### config.mk
export PLATFORM = sky130hd
export DESIGN_NAME = mult_dot_seq
export DESIGN_NICKNAME = d
export VERILOG_FILES = /design/src/rtl/mult_dot_seq.sv
export SDC_FILE = /design/constraint.sdc
export NUM_CORES = 1
export LEC_CHECK = 0
export CORE_AREA = 2 2 114 116
export DETAILED_ROUTE_END_ITERATION = 8
export DIE_AREA = 0 0 116 118
export GPL_TIMING_DRIVEN = 0
export PLACE_DENSITY = 0.73
export SYNTH_ARGS = -nofsm -noshare
export SYNTH_HDL_FRONTEND = slang
export SYNTH_SLANG_ARGS = --single-unit
### constraint.sdc
create_clock -name clk -period 1.5 [get_ports clk]
set_input_delay 0.15 -clock clk [delete_from_list [all_inputs] [get_ports clk]]
set_output_delay 0.15 -clock clk [all_outputs]
set_load 0.005 [all_outputs]
### src/rtl/mult_dot_seq.sv
// Multi-word packed dot-product sequencer: streams operand pairs through the
// multiplier's dot path, chaining each partial sum back as the accumulator.
module mult_dot_seq #(
  parameter int unsigned LEN_W = 8
) (
  input  logic             clk,
  input  logic             rst,
  input  logic             start_i,
  input  logic [LEN_W-1:0] len_i,
  input  logic             mode_i,
  input  logic [1:0]       signed_i,
  input  logic [31:0]      acc_init_i,
  input  logic             abort_i,
  output logic             busy_o,
  input  logic             opnd_valid_i,
  output logic             opnd_ready_o,
  input  logic [31:0]      opnd_a_i,
  input  logic [31:0]      opnd_b_i,
  output logic             mult_enable_o,
  output logic [2:0]       mult_operator_o,
  output logic [1:0]       mult_dot_signed_o,
  output logic [31:0]      mult_dot_op_a_o,
  output logic [31:0]      mult_dot_op_b_o,
  output logic [31:0]      mult_dot_op_c_o,
  input  logic [31:0]      mult_result_i,
  output logic             done_valid_o,
  input  logic             done_ready_i,
  output logic [31:0]      done_result_o,
  output logic [LEN_W-1:0] done_count_o
);

  localparam logic [1:0] ST_IDLE  = 2'd0;
  localparam logic [1:0] ST_FETCH = 2'd1;
  localparam logic [1:0] ST_WAIT  = 2'd2;
  localparam logic [1:0] ST_DONE  = 2'd3;

  localparam logic [2:0] MUL_DOT8  = 3'b100;
  localparam logic [2:0] MUL_DOT16 = 3'b101;

  logic [1:0]       state_q, state_d;
  logic [31:0]      acc_q, acc_d;
  logic [LEN_W-1:0] cnt_q, cnt_d;
  logic [LEN_W-1:0] len_q, len_d;
  logic             mode_q, mode_d;
  logic [1:0]       sgn_q, sgn_d;

  always_ff @(posedge clk) begin
    if (rst) begin
      state_q <= ST_IDLE;
      acc_q   <= '0;
      cnt_q   <= '0;
      len_q   <= '0;
      mode_q  <= 1'b0;
      sgn_q   <= 2'b00;
    end else begin
      state_q <= state_d;
      acc_q   <= acc_d;
      cnt_q   <= cnt_d;
      len_q   <= len_d;
      mode_q  <= mode_d;
      sgn_q   <= sgn_d;
    end
  end

  // Next-state and handshake logic; abort only matters while a job is streaming.
  always_comb begin
    state_d       = state_q;
    acc_d         = acc_q;
    cnt_d         = cnt_q;
    len_d         = len_q;
    mode_d        = mode_q;
    sgn_d         = sgn_q;
    opnd_ready_o  = 1'b0;
    mult_enable_o = 1'b0;

    case (state_q)
      ST_IDLE: begin
        if (start_i) begin
          acc_d = acc_init_i;
          cnt_d = '0;
          if (len_i != '0) begin
            len_d   = len_i;
            mode_d  = mode_i;
            sgn_d   = signed_i;
            state_d = ST_FETCH;
          end else begin
            state_d = ST_DONE;
          end
        end
      end
      ST_FETCH: begin
        opnd_ready_o  = ~abort_i;
        mult_enable_o = opnd_valid_i & ~abort_i;
        if (abort_i) begin
          state_d = ST_IDLE;
        end else if (opnd_valid_i) begin
          cnt_d   = cnt_q + LEN_W'(1);
          state_d = ST_WAIT;
        end
      end
      ST_WAIT: begin
        if (abort_i) begin
          state_d = ST_IDLE;
        end else begin
          acc_d   = mult_result_i;
          state_d = (cnt_q == len_q) ? ST_DONE : ST_FETCH;
        end
      end
      default: begin
        if (done_ready_i) state_d = ST_IDLE;
      end
    endcase
  end

  assign busy_o            = (state_q != ST_IDLE);
  assign done_valid_o      = (state_q == ST_DONE);
  assign done_result_o     = acc_q;
  assign done_count_o      = cnt_q;
  assign mult_operator_o   = mode_q ? MUL_DOT16 : MUL_DOT8;
  assign mult_dot_signed_o = sgn_q;
  assign mult_dot_op_a_o   = opnd_a_i;
  assign mult_dot_op_b_o   = opnd_b_i;
  assign mult_dot_op_c_o   = acc_q;

endmodule
# Word level (Yosys, flattened, before mapping)
# Index checks and enable logic that the tools add are counted.
# W data, S select, Z words.
# word_totals
elab_cells,46
register_bits,53
output_inout_bits,145
# op_classes
mux,18
eq_ne,9
bitwise,2
reduce_logical,10
addsub,1
# ops
operator,n
$mux W32,2
$pmux W32 S2,1
$mux W8,3
$pmux W8 S2,1
$mux W2,7
$reduce_and A3 Y1,3
$add A8 B1 Y8 const B,1
$eq A8 B8 Y1,1
$ne A2 B2 Y1 const B,4
$reduce_bool A8 Y1,1
$pmux W2 S3,1
$reduce_bool A2 Y1,3
$eq A2 B2 Y1 const B,2
$reduce_and A4 Y1,1
$reduce_bool A4 Y1,1
$mux W1,3
$ne A3 B3 Y1 const B,1
$eq A2 B1 Y1 const B,1
$logic_not A2 Y1,1
$and A1 B1 Y1,1
$not A1 Y1,1

# Logic depth before layout (Yosys ltp)
# logic_depth
ltp_word,4
depth_mapped,6
depth_no_buf,5

# Worst setup path after synthesis
# Ideal clock, no wire load.
# synth_path
path_kind,reg2reg
start,register state_q[1]
end,register len_q[1]
slack_ps,38
arrival_time_ps,1335
path_buffers,2
t_required_ps,1372
setup_ps,128
stages_incl_launch_ff,7
path_cell_list,dfxtp_1 -> buf_4 -> or3b_4 -> a21oi_2 -> buf_6 -> mux2i_1 -> nor2_1
# synth_between
elab_chain_len,2
# synth_rtl
element,line,rtl
start: declaration,40,"logic [1:0] state_q, state_d;"
start signal: assignment,56,state_q <= state_d;
$logic_not A2 Y1,76,case (state_q)
$reduce_and A3 Y1 (no line),--,
end signal: assignment,59,len_q <= len_d;
end: declaration,43,"logic [LEN_W-1:0] len_q, len_d;"
# Every way passes these cells.
# A chain may end at the register's enable or synchronous reset.

# Worst setup path after layout
# layout_path
start,register state_q[1]
end,output port mult_enable_o
# layout_between
elab_chain_len,2
# layout_rtl
element,line,rtl
$eq A2 B1 Y1,76,
$mux W1,76,
end: declaration,19,"output logic mult_enable_o,"
# Every way passes these cells.

==> reports/results.txt <==
Synth Warn # = 0
post-route ant nets = 0
max-cap violation count = 0
die extent in y = 118 um
clock-pin slew on the worst setup and hold paths = 0.08 ns
Pwr Total = 4.66 mW
post-synthesis average cell area = 9.42 sq um
Seq/Total Area, Yosys = 30.9%
vias in the first global route = 3,488
Synth top area share = 30.9%
CP top delay family = buffers and inverters
Core ar. = 0.0124 sq mm
largest net degree at the start of global routing = 19
largest family of logic cells by synthesized area = buffers and inverters
routed len/inst = 14.4 um
final worst setup slack = -0.0501 ns
Sink Count = 53
row count = 41
Worst setup endpoint = mult_enable_o
CTS buffer count = 5
clock period minus worst slack = 1.55 ns
Required @ worst endpoint = 1.35 ns
worst reg2reg path depth = 6
antenna violations before repair = 0
worst skew pair latency = 0.29 ns
H-tree levels = 2
Hold Crit Start = start_i
Worst path depth = 5
worst endpoint data arrival time = 1.40 ns
fillers = 1,087
grt ovf = 0
Peak VDD IR = 0.457 mV
DIE AREA = 0.0137 sq mm
Synth area leaders = dfxtp_1, buf_4, mux2i_1
DRC = 0
most used cell, CP = buf_4
Reg2Reg Launch Point = state_q[0]$_SDFFE_PP0P_
Setup crit start kind = flip-flop
final hold violations = 0
Place WS = -0.507 ns
Final Cycle Share = 103%
DR pass1 iterations = 4
most frequent cells in the layout = clkdlybuf4s50_1, buf_4, dfxtp_1
outcome = finished, violations left
I/O Pins = 290
Detail Placement HPWL = 8.76 mm
Area Growth Syn to Fin = 92.9%
Tot GR Track Use = 15.4%
Final Max Slew Viols = 0
worst-margin pin slew = 0.496 ns
Slowest cell on crit path = dfxtp_4
highest cell delay on the worst timing path = 0.36 ns
CTS tree = built
Slew HR = 66.7%
GP Congestion = 0.775
Initial Util = 27.7%
Syn Nets = 511
Diodes inserted = 0
failing checks = setup timing
type of destination of the critical path = primary output
CP cell instances = buf_4, nor3b_4, buf_4, and2_4, buf_2
clock root cell = clkbuf_16
share of cells above drive strength 1 = 36.0%
WL final = 11.4 mm
Seq cells post-synth = 53
IO Port Bufs = 223
Die Wd = 116 um
global-route wire length before repair = 17.2 mm
crit-path max FO = 4
synth unique cells = 38
via count = 3,413
XOR/XNOR share of the synthesized area = 3.82%
CP bufs+invs = 3
RR Endpoint = done_count_o[5]$_SDFFE_PP0P_
Setup crit start = state_q[1]$_SDFFE_PP0P_
Synth Area in Compound Gates = 15.3%
Synth Area in Adders = 0.364%
Clock Skews = 0.0107 ns
Synth area leader = dfxtp_1
DR vias/cell = 4.31
RSZ-0062 raised after global routing = yes
Leak = 2.65 nW
Post-Syn Area = 0.00344 sq mm
PwrDens = 703 mW/mm^2
commonest non-fill, non-tap cell in the layout = clkdlybuf4s50_1
Crit Path Class = flip-flop to primary output
Hold Path Class = input port to flip-flop
fmax = 645 MHz
DR iter-0 viols = 94
Synth Area in Simple Gates = 11.5%
nets@finish = 765
Synth Instances = 365
Clock Tree Buf Depth = 2
hold_buf cts = 0
post-synthesis mux area share = 12.2%
FF-to-FF setup slack = -0.04 ns
setup violators final = 21
==> cell usage after synthesis <==
library cell,n
a2111oi_2,3
a211o_1,1
a211oi_1,7
a211oi_2,28
a21o_1,1
a21oi_1,4
a21oi_2,1
a311oi_1,1
a31oi_1,1
and2_1,3
and3b_1,1
buf_2,3
buf_4,105
buf_6,4
clkbuf_1,6
clkbuf_2,1
conb_1,2
dfxtp_1,53
ha_1,1
inv_1,2
mux2i_1,42
nand2_1,5
nand2b_1,5
nand2b_2,1
nand3_1,5
nand3b_1,1
nand3b_4,1
nand4_1,1
nor2_1,51
nor2b_1,1
nor3_1,2
nor3b_1,1
nor4_1,3
o21ai_4,1
or3_1,1
or3b_4,1
xnor2_1,7
xor2_1,8
==> repair_timing <==
item / 4_1_cts / 5_1_grt
gates cloned: 5 / 2
pin swaps: 17 / 17
buffers inserted: 14 / 7
gates resized for setup: 73 / 25
setup endpoints to repair: 52 / 55
==> power by group <==
group          internal, mW  switching [mW]
Sequential             1.52           0.104
Combinational          1.24           0.596
Clock                 0.630           0.569
==> worst register-to-register path, cell delays in order, from the launching register on <==
cell and delay (ns):
dfxtp_2 0.34, buf_6 0.13, buf_8 0.12, nand2b_4 0.19, a2111oi_4 0.40, xnor2_1 0.20, nor2_1 0.06
==> layout make-up <==
type                            count  area [sq um]  share of cell area, %
Clock inverter                      3          25.0                  0.377
Clock buffer                        5           125                   1.89
Sequential cell                    53          1080                   16.2
Buffer                            117           937                   14.1
Inverter                            2          7.51                  0.113
Multi-Input combinational cell    191          1660                   25.0
Timing Repair Buffer              249          2580                   39.0
Tap cell                          172           215                   3.25
==> per-stage QoR <==
stage	setup TNS [ns]	area (sq um)	hold WS, ns	util (%)	cells
final	-0.588	6630	0.364	53.4	792
after global routing	-3.27	6630	0.406	53.4	792
after CTS	-2.83	6510	0.445	52.4	787
after detailed placement	-21.26	5880	0.496	47.4	760
after global placement	-20.20	5880	0.477	47.4	760
after floorplan	0	3440	0.286	-	365
==> state kept, by name, summed over array words and instances, names as in the netlist <==
name	flops
done_result_o	32
done_count_o	8
len_q	8
mult_dot_signed_o	2
state_q	2
mode_q	1
==> how the worst min path moves through the flow <==
stage                                   end  slack [ns]  cells after the start
floorplan             len_q[2]$_SDFFE_PP0P_        0.29                      2
global placement        mode_q$_SDFFE_PP0P_        0.48                      2
detailed placement    len_q[0]$_SDFFE_PP0P_        0.50                      2
CTS                   len_q[2]$_SDFFE_PP0P_        0.44                      3
global route          len_q[2]$_SDFFE_PP0P_        0.41                      4
finish              state_q[0]$_SDFFE_PP0P_        0.36                      3
==> layer usage <==
metal | track usage, % | vias up | wire (um)
met2 | 29.7 | 166 | 6020
met3 | 3.71 | 9 | 948
met4 | 2.83 | 0 | 89
li1 | - | 1652 | -
met5 | 0 | - | 0
met1 | 16.7 | 1586 | 4340
==> cells by family (layout without fill, tap and decap cells) <==
logic type / after synthesis / in the layout
other: 2 / 2
adders and majority gates: 1 / 1
DFF: 53 / 53
AOI/OAI and AO/OA: 48 / 48
muxes: 42 / 42
xor gates and xnor gates: 15 / 15
and+or+nand+nor: 83 / 83
buffers and inverters: 121 / 376
No activity file was read; power rests on OpenSTA's default activity.
